$ cat src/rtl/imm_gen_pipe.sv
// Registered RV32I/RV64I immediate generator with a 2-entry skid buffer.
// Optional pc+imm target path is enabled by defining IMM_GEN_PC_ADD_EN.
module imm_gen_pipe #(
  parameter int XLEN  = 32,
  parameter int TAG_W = 5
) (
  input  logic             clk,
  input  logic             rst,
  input  logic             flush,
  input  logic             in_valid,
  output logic             in_ready,
  input  logic [31:0]      in_instr,
  input  logic [TAG_W-1:0] in_tag,
`ifdef IMM_GEN_PC_ADD_EN
  input  logic [XLEN-1:0]  in_pc,
  output logic [XLEN-1:0]  out_target,
`endif
  output logic             out_valid,
  input  logic             out_ready,
  output logic [XLEN-1:0]  out_imm,
  output logic [2:0]       out_fmt,
  output logic             out_illegal,
  output logic [TAG_W-1:0] out_tag
);

  if (XLEN != 32 && XLEN != 64) begin : g_bad_xlen
    $error("imm_gen_pipe: XLEN must be 32 or 64");
  end

  localparam logic [2:0] FMT_NONE  = 3'd0;
  localparam logic [2:0] FMT_I     = 3'd1;
  localparam logic [2:0] FMT_S     = 3'd2;
  localparam logic [2:0] FMT_B     = 3'd3;
  localparam logic [2:0] FMT_U     = 3'd4;
  localparam logic [2:0] FMT_J     = 3'd5;
  localparam logic [2:0] FMT_SHAMT = 3'd6;

  localparam logic [6:0] OP_IMM = 7'b0010011;
  localparam logic [6:0] OP_LD  = 7'b0000011;
  localparam logic [6:0] OP_JLR = 7'b1100111;
  localparam logic [6:0] OP_SYS = 7'b1110011;
  localparam logic [6:0] OP_ST  = 7'b0100011;
  localparam logic [6:0] OP_BR  = 7'b1100011;
  localparam logic [6:0] OP_LUI = 7'b0110111;
  localparam logic [6:0] OP_AUI = 7'b0010111;
  localparam logic [6:0] OP_JAL = 7'b1101111;

  typedef struct packed {
    logic [XLEN-1:0]  imm;
    logic [2:0]       fmt;
    logic             ill;
    logic [TAG_W-1:0] tag;
`ifdef IMM_GEN_PC_ADD_EN
    logic [XLEN-1:0]  tgt;
`endif
  } ent_t;

  typedef enum logic [1:0] {EMPTY, ONE, FULL} occ_t;

  function automatic logic [XLEN-1:0] sext32(input logic [31:0] v);
    logic [XLEN-1:0] r;
    r       = {XLEN{v[31]}};
    r[31:0] = v;
    return r;
  endfunction

  ent_t       dec;
  logic [6:0] opc;
  logic [2:0] f3;

  assign opc = in_instr[6:0];
  assign f3  = in_instr[14:12];

  always_comb begin
    dec     = '0;
    dec.tag = in_tag;
    unique case (opc)
      OP_IMM: begin
        if (f3 == 3'b001 || f3 == 3'b101) begin
          dec.fmt = FMT_SHAMT;
          if (XLEN == 64) dec.imm[5:0] = in_instr[25:20];
          else            dec.imm[4:0] = in_instr[24:20];
        end else begin
          dec.fmt = FMT_I;
          dec.imm = sext32({{20{in_instr[31]}}, in_instr[31:20]});
        end
      end
      OP_LD, OP_JLR, OP_SYS: begin
        dec.fmt = FMT_I;
        dec.imm = sext32({{20{in_instr[31]}}, in_instr[31:20]});
      end
      OP_ST: begin
        dec.fmt = FMT_S;
        dec.imm = sext32({{20{in_instr[31]}}, in_instr[31:25], in_instr[11:7]});
      end
      OP_BR: begin
        dec.fmt = FMT_B;
        dec.imm = sext32({{19{in_instr[31]}}, in_instr[31], in_instr[7],
                          in_instr[30:25], in_instr[11:8], 1'b0});
      end
      OP_LUI, OP_AUI: begin
        dec.fmt = FMT_U;
        dec.imm = sext32({in_instr[31:12], 12'b0});
      end
      OP_JAL: begin
        dec.fmt = FMT_J;
        dec.imm = sext32({{11{in_instr[31]}}, in_instr[31], in_instr[19:12],
                          in_instr[20], in_instr[30:21], 1'b0});
      end
      default: dec.ill = 1'b1;
    endcase
`ifdef IMM_GEN_PC_ADD_EN
    // Target is formed before buffering so the pc need not be stored separately.
    if (dec.fmt == FMT_B || dec.fmt == FMT_J || opc == OP_AUI)
      dec.tgt = in_pc + dec.imm;
`endif
  end

  occ_t occ_q, occ_d;
  ent_t out_q, skid_q;
  logic rdy_q;
  logic accept, pop;
  logic ld_out_in, ld_out_skid, ld_skid;

  assign accept = in_valid & rdy_q;
  assign pop    = (occ_q != EMPTY) & out_ready;

  always_comb begin
    occ_d       = occ_q;
    ld_out_in   = 1'b0;
    ld_out_skid = 1'b0;
    ld_skid     = 1'b0;
    if (flush) begin
      occ_d = EMPTY;
    end else begin
      unique case (occ_q)
        EMPTY: if (accept) begin
          occ_d     = ONE;
          ld_out_in = 1'b1;
        end
        ONE: begin
          if (accept && !pop) begin
            occ_d   = FULL;
            ld_skid = 1'b1;
          end else if (!accept && pop) begin
            occ_d = EMPTY;
          end else if (accept && pop) begin
            ld_out_in = 1'b1;
          end
        end
        FULL: if (pop) begin
          occ_d       = ONE;
          ld_out_skid = 1'b1;
        end
        default: occ_d = EMPTY;
      endcase
    end
  end

  always_ff @(posedge clk or posedge rst) begin
    if (rst) begin
      occ_q  <= EMPTY;
      rdy_q  <= 1'b1;
      out_q  <= '0;
      skid_q <= '0;
    end else begin
      occ_q <= occ_d;
      // Registered ready keeps out_ready off the in_ready timing path.
      rdy_q <= (occ_d != FULL);
      if (ld_out_in)        out_q <= dec;
      else if (ld_out_skid) out_q <= skid_q;
      if (ld_skid)          skid_q <= dec;
    end
  end

  assign in_ready    = rdy_q;
  assign out_valid   = (occ_q != EMPTY);
  assign out_imm     = out_q.imm;
  assign out_fmt     = out_q.fmt;
  assign out_illegal = out_q.ill;
  assign out_tag     = out_q.tag;
`ifdef IMM_GEN_PC_ADD_EN
  assign out_target  = out_q.tgt;
`endif

endmodule

$ cat config.mk
export PLATFORM = sky130hd
export DESIGN_NAME = imm_gen_pipe
export DESIGN_NICKNAME = d
export VERILOG_FILES = /design/src/rtl/imm_gen_pipe.sv
export SDC_FILE = /design/constraint.sdc
export NUM_CORES = 1
export LEC_CHECK = 0
export ABC_CLOCK_PERIOD_IN_PS = 2100
export BUFFER_PORTS_ARGS = -buffer_cell sky130_fd_sc_hd__buf_2
export CORE_MARGIN = 5
export CORE_UTILIZATION = 25
export DETAILED_ROUTE_END_ITERATION = 10
export PLACE_DENSITY = 0.5
export SYNTH_ARGS = -nofsm -noshare
export SYNTH_HDL_FRONTEND = slang
export SYNTH_SLANG_ARGS = --single-unit
$ cat constraint.sdc
create_clock -name clk -period 2.1 [get_ports clk]
set_input_delay 0.105 -clock clk [delete_from_list [all_inputs] [get_ports clk]]
set_output_delay 0.105 -clock clk [all_outputs]
set_load 0.02 [all_outputs]
== Word level (Yosys, flattened, before mapping) ==
Cells that the tools add are included.

* Reduce and logical (&&, ||, !) cells: 12
* Muxes and demuxes: 24
* Equal/unequal tests: 14
* Bitwise logic cells: 2

{| class="wikitable"
|+ Operators by type and width
! operator !! count
|-
| $pmux W35 S6 || 1
|-
| $mux W41 || 2
|-
| $eq A7 B7 Y1 const B || 4
|-
| $mux W27 || 1
|-
| $eq A7 B5 Y1 const B || 2
|-
| $eq A7 B6 Y1 const B || 2
|-
| $mux W1 || 12
|-
| $mux W2 || 5
|-
| $reduce_or A9 Y1 || 1
|-
| $eq A7 B2 Y1 const B || 1
|-
| $pmux W2 S3 || 1
|-
| $reduce_bool A2 Y1 || 2
|-
| $eq A3 B1 Y1 const B || 1
|-
| $eq A3 B3 Y1 const B || 1
|-
| $logic_and A1 B1 Y1 || 3
|-
| $mux W3 || 1
|-
| $reduce_or A3 Y1 || 1
|-
| $and A1 B1 Y1 || 2
|-
| $eq A2 B1 Y1 const B || 1
|-
| $eq A2 B2 Y1 const B || 1
|-
| $logic_not A1 Y1 || 2
|-
| $logic_not A2 Y1 || 1
|-
| $ne A2 B2 Y1 const B || 1
|-
| $pmux W1 S2 || 1
|-
| 2 further kinds || 2
|}

* Input bits: 42
* Output and inout port bits: 43
* Register bits after elaboration: 85
* Word-level logic and storage cells: 62

== Depth between registers and ports, before layout ==
Gate-level depths: netlist of run 1.

* Depth in word-level cells: 9
* Depth in mapped cells: 8
* Mapped depth without buffers: 5

== Worst setup path before layout of run 1 ==
OpenSTA, ideal clock, no wires.

* Kind: register to register
* From: reg rdy_q (netlist: in_ready)
* To: reg out_q, in the netlist out_imm[13]
* Slack: 213 ps
* Library setup time: 130 ps
* Clock period less this slack: 1887 ps
* Buffers on the path: 1
* Arrival time: 1757 ps
* Stages on the path, launching flop included: 7
* Required time: 1970 ps
* Cells stage by stage: dfstp_2 nand2_1 nor4_4 nor2_2 buf_6 a222oi_1 nand2_1

* Cells in the longest elaborated chain, start to end: 8
* Elaborated cells on any way between the ends: 13
* Those cells by class: mux (7); bitwise (1); reduce/logical (5)

{| class="wikitable"
|+ RTL lines
! element !! RTL line !! RTL
|-
| start, declared || 121 || <nowiki>logic rdy_q;</nowiki>
|-
| start signal, assigned || 169 || <nowiki>rdy_q <= (occ_d != FULL);</nowiki>
|-
| $and A1 B1 Y1 * || 125 || <nowiki>assign accept = in_valid & rdy_q;</nowiki>
|-
| $logic_and A1 B1 Y1 or $logic_not A1 Y1 (tied branches) || 147, 145 ||
|-
| $mux W1 or $logic_and A1 B1 Y1 (tied branches) || 147, 145 ||
|-
| $mux W1 || 145 || <nowiki>end else if (!accept && pop) begin</nowiki>
|-
| $mux W1 || 142 || <nowiki>if (accept && !pop) begin</nowiki>
|-
| $pmux W1 S2 * || 136 || <nowiki>unique case (occ_q)</nowiki>
|-
| $mux W1 * || 133 || <nowiki>if (flush) begin</nowiki>
|-
| $mux W41 or $reduce_bool A2 Y1 (tied branches) || - ||
|-
| end signal, assigned || 171 || <nowiki>else if (ld_out_skid) out_q <= skid_q;</nowiki>
|-
| end, declared || 120 || <nowiki>ent_t out_q, skid_q;</nowiki>
|}

Mark *: on every way between the ends. The rest lies on a longest branch, timed or not.
A chain may end at the register's enable or synchronous reset.

== Worst setup path after layout of run 1 ==
* From: reg rdy_q (netlist: in_ready)
* To: reg out_q, in the netlist out_imm[18]

Same word-level chain as after synthesis.

==> flow_summary.json, run 1 <==
{
  "run_status": "completed",
  "height_of_the_chip_um": 136,
  "detail_route.drc_violations": 0,
  "hold-worst-slack_ns": 0.0118,
  "crit_path_time_final_ns": 1.88,
  "dpl_cell_area_um2": 4640,
  "synth-async-reset-ratio_pct": 100,
  "post_route_cells_drive_above_1_share_pct": 30.2,
  "hold_viol": 0,
  "row_count": 46,
  "final_net_count": 521,
  "layout_commonest_cell": "sky130_fd_sc_hd__nand2_1",
  "crit_chain": "nand2_1 -> nor4_4 -> buf_4 -> o21a_2 -> a222oi_1 -> nand2_1",
  "timing_worst_setup_path_type": "reg2reg",
  "design_area_um2": 5020,
  "insertion_delay_ns": 0.35,
  "synth.ff_latch_count": 85,
  "synth_area_per_cell_um2": 10.3,
  "first_global_vias": 3365,
  "number_of_buffers_created_by_cts": 9,
  "most-common-layout-cells": "97 x sky130_fd_sc_hd__nand2_1, 84 x sky130_fd_sc_hd__buf_2, 84 x sky130_fd_sc_hd__dfrtp_1",
  "place_hpwl_um": 8100,
  "layout_worst_path_cycle_share_pct": 89.7,
  "layout.core_utilization_pct": 31.9,
  "slew-limit-headroom_pct": 49.7,
  "first_pass_iters": 5,
  "postSynthCellCount": 384,
  "report.final.slew_viol_count": 0,
  "cell_chosen_for_the_clock_root": "sky130_fd_sc_hd__clkbuf_16",
  "element_type_at_the_critical_path_end": "flop",
  "r2r_setup_slack_ns": 0.22,
  "die_w_um": 136,
  "antenna_found_initial": 0,
  "worstMarginPinSlew_ns": 0.752,
  "cpMaxStageDelayCell": "sky130_fd_sc_hd__dfstp_2",
  "synthesis.yosys.warnings": 0,
  "rr_endpoint": "out_imm[18]$_DFFE_PP0P_",
  "wire_per_inst_um": 16.5,
  "cts-htree-levels": 3,
  "route.antenna.remaining_nets": 0,
  "num_antenna_cells": 0,
  "cts-root-to-sink-buffers": 2,
  "yosysSeqAreaShare_pct": 53.8,
  "tritoncts_num_sinks": 85,
  "largest_net_degree_at_the_start_of_global_routing": 42,
  "critical_path.max_fanout": 18,
  "worst_r2r_path_depth": 6,
  "grt_pass1_wl_um": 18400,
  "post_synth_num_cell_types": 46,
  "rsz_0062_raised_after_global_routing": "no",
  "routabilityCongestion": 0.792,
  "achievable-frequency_mhz": 531,
  "core_um2": 15700,
  "timing.max_cap.violations": 0,
  "path_clk_slew_ns": 0.06,
  "drt-initial-drc-count": 240,
  "tritoncts": "yes",
  "post_synth_edffs": 0,
  "initial_utilization_pct": 25.2,
  "setup_violations": 0,
  "min-delay-path-class": "in2reg",
  "p_per_area_nw_per_um2": 828,
  "crit_path_frequent_cell": "sky130_fd_sc_hd__nand2_1",
  "routed-via-count": 3337,
  "port_buffer_count": 84,
  "num_io_pins": 85,
  "power.ir.vdd_worst_uv": 377,
  "worst-endpoint-arrival_ns": 2.17,
  "critical_path_required_ns": 2.39,
  "syn-num-nets": 426,
  "die_outline_area_um2": 18400,
  "syn2layout_area_growth_pct": 26.9,
  "critical-path-max-stage-delay_ns": 0.53,
  "grt_overflow": 0,
  "worstHoldPathCells": 3,
  "leakagePower_nw": 2.43,
  "final_routed_wirelength_across_all_metal_layers_um": 11600,
  "hold_end": "out_imm[15]$_DFFE_PP0P_",
  "hold_path.startpoint": "in_instr[15]",
  "synthesis.area_um2": 3960,
  "detail_route.vias_per_cell": 4.77,
  "crit-reg2reg-launch": "in_ready$_DFF_PP1_",
  "setup.worst_path.start_class": "flop",
  "groute.usage.overall_pct": 12.9,
  "synthFlopType": "sky130_fd_sc_hd__dfrtp_1",
  "worst_clock_skew_ns": 0.00667
}
==> logic make-up (layout without fill, tap and decap cells) <==
logic type                after synthesis  count (layout)  synth area share [%]
and+or+nand+nor                       162             162                  18.9
buffers and inverters                  30             130                  4.33
xor gates and xnor gates                2               2                 0.443
AOI/OAI and AO/OA                     102             102                  21.7
muxes                                   3               3                 0.822
DFF                                    85              85                  53.8
==> layer usage <==
layer | share of wire, % | track usage [%] | routed length, um | vias to the layer above
li1 | - | - | - | 1578
met3 | 7.2 | 4.01 | 834 | 12
met4 | 1.2 | 3.75 | 143 | 0
met1 | 44 | 16.5 | 5080 | 1640
met2 | 48 | 20.9 | 5500 | 107
met5 | 0 | 0 | 0 | -
==> what timing repair did <==
action                                  4_1_cts  5_1_grt
gates resized for setup                       1        1
hold endpoints to repair                     39        0
hold buffers                                 10        0
endpoints found under the setup margin       10        2
setup buffers                                 0        0
cloned                                        0        0
==> where the power goes <==
group / leakage [nW] / switching, mW / internal (mW) / total, mW
clock: 0.129 / 0.691 / 0.810 / 1.50
sequential: 1.11 / 0.111 / 1.84 / 1.95
combinational: 1.19 / 0.419 / 0.282 / 0.701
total: 2.43 / 1.22 / 2.93 / 4.15
==> how the worst max path moves through the flow <==
stage	start	end	cells past startpoint
global route	in_ready$_DFF_PP1_	skid_q[12]$_DFFE_PP0P_	6
global placement	occ_q[0]$_DFF_PP0_	out_imm[18]$_DFFE_PP0P_	5
floorplan	in_ready$_DFF_PP1_	out_imm[13]$_DFFE_PP0P_	6
detailed placement	occ_q[0]$_DFF_PP0_	out_imm[18]$_DFFE_PP0P_	5
finish	in_ready$_DFF_PP1_	out_imm[18]$_DFFE_PP0P_	6
CTS	in_ready$_DFF_PP1_	out_imm[18]$_DFFE_PP0P_	6
==> Yosys cell counts, types with 4 or more instances <==
cell type                  instances  area share [%]
sky130_fd_sc_hd__nand2_1          97             9.2
sky130_fd_sc_hd__dfrtp_1          84              53
sky130_fd_sc_hd__nor2_1           24             2.3
sky130_fd_sc_hd__a22oi_1          18             3.4
sky130_fd_sc_hd__o21ai_0          15             1.9
sky130_fd_sc_hd__a21oi_1          12             1.5
sky130_fd_sc_hd__a221o_1          12             3.0
sky130_fd_sc_hd__a22o_1           11             2.4
sky130_fd_sc_hd__a32oi_2          10             4.1
sky130_fd_sc_hd__nand3_1          10             1.3
sky130_fd_sc_hd__a222oi_1          8             2.0
sky130_fd_sc_hd__buf_2             8             1.0
sky130_fd_sc_hd__clkbuf_1          8            0.76
sky130_fd_sc_hd__and3_1            6            0.95
sky130_fd_sc_hd__buf_6             6             1.7
sky130_fd_sc_hd__inv_1             4            0.38
==> worst max-delay path, delay by kind of cell, from the launching register on <==
kind / cells / cell delay [ns]
AO/OA/AOI/OAI: 2 / 0.39
buffers and inverters: 1 / 0.32
AND/OR/NAND/NOR: 3 / 0.56
flip-flops: 1 / 0.53
==> registers in the layout (all words and copies together) (netlist names) <==
register	flops
skid_q	41
out_imm	32
out_tag	5
out_fmt	3
occ_q	2
in_ready	1
out_illegal	1
==> final cells by class <==
class                   count  area, um2
clock buffers              10        229
clock inverters             6       46.3
fillers                  1621      10700
inverters                   4       18.8
multi-input cells         269       1670
flip-flops and latches     85       2130
well taps                 216        270
repair buffers            110        653
==> stage by stage <==
step	setup WS, ns	total power [mW]	TNS, ns	cells
after detailed placement	-0.0276	2.68	-0.0632	674
after floorplan	0.213	2.42	0	384
after global placement	0.0703	2.66	0	674
after global routing	0.0616	4.36	0	700
after CTS	0.0989	4.21	0	700
final	0.217	4.15	0	700
No activity file was read; power rests on OpenSTA's default activity.
==> inputs of run 2 (changes only) <==
- ABC_CLOCK_PERIOD_IN_PS: 2100 -> 1800
- CORE_UTILIZATION: 25 -> 50
- PLACE_DENSITY: 0.5 -> 0.8
- REMOVE_ABC_BUFFERS: not set -> 1
- clock period: 2.1 -> 1.8 ns (I/O delays scaled with it)
==> flow_summary.json, run 2 (synthesis gave the netlist of run 1 again) <==
{
  "rsz_0062_raised_after_global_routing": "no",
  "final_routed_wirelength_across_all_metal_layers_um": 10600,
  "detail_route.drc_violations": 0,
  "routabilityCongestion": 0.828,
  "timing.max_cap.violations": 0,
  "worstMarginPinSlew_ns": 0.604,
  "num_io_pins": 85,
  "grt_pass1_wl_um": 17800,
  "path_clk_slew_ns": 0.10,
  "crit_path_time_final_ns": 1.71,
  "rr_endpoint": "out_imm[4]$_DFFE_PP0P_",
  "run_status": "completed",
  "port_buffer_count": 84,
  "leakagePower_nw": 2.50,
  "cpMaxStageDelayCell": "sky130_fd_sc_hd__dfrtp_1",
  "worst-endpoint-arrival_ns": 1.95,
  "syn2layout_area_growth_pct": 26.7,
  "setup_violations": 0,
  "power.ir.vdd_worst_uv": 458,
  "tritoncts_num_sinks": 85,
  "die_outline_area_um2": 9790,
  "place_hpwl_um": 7220,
  "first_pass_iters": 5,
  "height_of_the_chip_um": 98.9,
  "final_net_count": 540,
  "cts-htree-levels": 3,
  "min-delay-path-class": "in2reg",
  "first_global_vias": 3556,
  "timing.critical_path.buf_inv": 0,
  "row_count": 32,
  "route.antenna.remaining_nets": 0,
  "largest_net_degree_at_the_start_of_global_routing": 42,
  "tritoncts": "yes",
  "r2r_setup_slack_ns": 0.09,
  "critical_path_required_ns": 2.04,
  "number_of_stages_on_the_worst_setup_path": 5,
  "drt-initial-drc-count": 227,
  "worst_path_dominant_cell_family": "simple AND/OR/NAND/NOR gates",
  "insertion_delay_ns": 0.37,
  "report.final.slew_viol_count": 0,
  "element_type_at_the_critical_path_end": "flop",
  "core_um2": 7730,
  "wire_per_inst_um": 17.5,
  "design_area_um2": 5010,
  "layout_worst_path_cycle_share_pct": 95.1,
  "achievable-frequency_mhz": 584,
  "slew-limit-headroom_pct": 59.6,
  "cell_chosen_for_the_clock_root": "sky130_fd_sc_hd__clkbuf_8",
  "detail_route.vias_per_cell": 5.81,
  "cts-root-to-sink-buffers": 2,
  "number_of_buffers_created_by_cts": 9,
  "layout.core_utilization_pct": 64.8,
  "cts.repair_timing.setup_buffer_count": 0,
  "num_antenna_cells": 0,
  "hold-worst-slack_ns": 0.0158,
  "timing_worst_setup_path_type": "reg2reg",
  "dpl_cell_area_um2": 4580,
  "groute.usage.overall_pct": 22.4,
  "die_w_um": 98.9,
  "post_route_cells_drive_above_1_share_pct": 31.8,
  "timing.critical_path.from": "occ_q[0]$_DFF_PP0_",
  "critical-path-max-stage-delay_ns": 0.42,
  "grt_overflow": 0,
  "initial_utilization_pct": 51.2,
  "worst_clock_skew_ns": 0.0207,
  "hold_path.startpoint": "in_instr[22]",
  "routed-via-count": 3516,
  "critical_path.max_fanout": 22,
  "hold_viol": 0,
  "setup.worst_path.start_class": "flop",
  "layout_commonest_cell": "sky130_fd_sc_hd__nand2_1",
  "register_with_the_most_flip_flops": "skid_q",
  "most-common-layout-cells": "96 x sky130_fd_sc_hd__nand2_1, 84 x sky130_fd_sc_hd__buf_2, 84 x sky130_fd_sc_hd__dfrtp_1",
  "p_per_area_nw_per_um2": 887,
  "cp-endpoint": "out_imm[4]$_DFFE_PP0P_",
  "crit_chain": "and2b_4 -> nor4_4 -> nor2_4 -> a22o_1 -> a211o_1",
  "antenna_found_initial": 0,
  "largest_register_ff_count": 41,
  "crit-reg2reg-launch": "occ_q[0]$_DFF_PP0_",
  "worst_r2r_path_depth": 5
}
-- run 2: changes by cell type in the layout (fill, tap and decap cells not counted), moves of 2 or more --
cell,before,now
sky130_fd_sc_hd__dlygate4sd3_1,10,20
sky130_fd_sc_hd__buf_4,15,18
sky130_fd_sc_hd__nor2_1,23,20
sky130_fd_sc_hd__clkbuf_8,0,9
sky130_fd_sc_hd__clkbuf_16,9,0
sky130_fd_sc_hd__buf_12,1,3
sky130_fd_sc_hd__inv_8,0,2
sky130_fd_sc_hd__nor2_2,1,3
sky130_fd_sc_hd__buf_6,0,4
-- run 2: cell type report --
class | instances | area, um2
clock buffers | 9 | 124
clock inverters | 7 | 63.8
fillers | 651 | 2720
inverters | 4 | 16.3
multi-input cells | 269 | 1690
flip-flops and latches | 85 | 2130
well taps | 102 | 128
repair buffers | 129 | 861
-- run 2: where the power goes --
group / leakage (nW) / switching (mW) / internal (mW)
combinational: 1.29 / 0.494 / 0.362
clock: 0.0903 / 0.776 / 0.533
sequential: 1.11 / 0.133 / 2.15
total: 2.50 / 1.40 / 3.04
-- run 2: routing by layer --
layer	share of wire, %	track usage (%)	vias to the layer above
li1	-	-	1623
met1	43	31.2	1722
met2	48	35.6	166
met3	8.2	5.02	5
met4	0.78	5.57	0
met5	0	0	-
-- run 2: repair_timing --
item	4_1_cts	5_1_grt
hold buffers	20	0
pin swaps	1	1
setup endpoints to repair	21	19
gates resized for setup	5	7
gates cloned	0	0
hold endpoints to repair	65	0
-- run 2: worst min path at each step --
stage                                   to  slack (ns)  cells past startpoint
floorplan               occ_q[0]$_DFF_PP0_        0.16                      1
global placement    out_tag[2]$_DFFE_PP0P_        0.15                      2
detailed placement  out_tag[0]$_DFFE_PP0P_        0.16                      2
CTS                 skid_q[12]$_DFFE_PP0P_      0.0007                      2
global route        out_imm[3]$_DFFE_PP0P_        0.02                      2
finish              out_imm[2]$_DFFE_PP0P_        0.02                      2
-- run 2: worst register-to-register path, cell delays in order, from the launching register on --
cell and delay (ns):
sky130_fd_sc_hd__dfrtp_1 0.42, sky130_fd_sc_hd__and2b_4 0.19, sky130_fd_sc_hd__nor4_4 0.31, sky130_fd_sc_hd__nor2_4 0.20, sky130_fd_sc_hd__a22o_1 0.22, sky130_fd_sc_hd__a211o_1 0.27
-- run 2: metrics by stage --
stage	cells	setup slack (ns)	TNS [ns]	total power, mW
2_1_floorplan	358	-1.25	-97.25	2.79
3_3_place_gp	569	-0.0400	-0.242	3.10
3_5_place_dp	569	-0.154	-1.59	3.13
4_1_cts	605	0.0424	0	4.45
5_1_grt	605	0.00420	0	4.66
6_report	605	0.0887	0	4.44
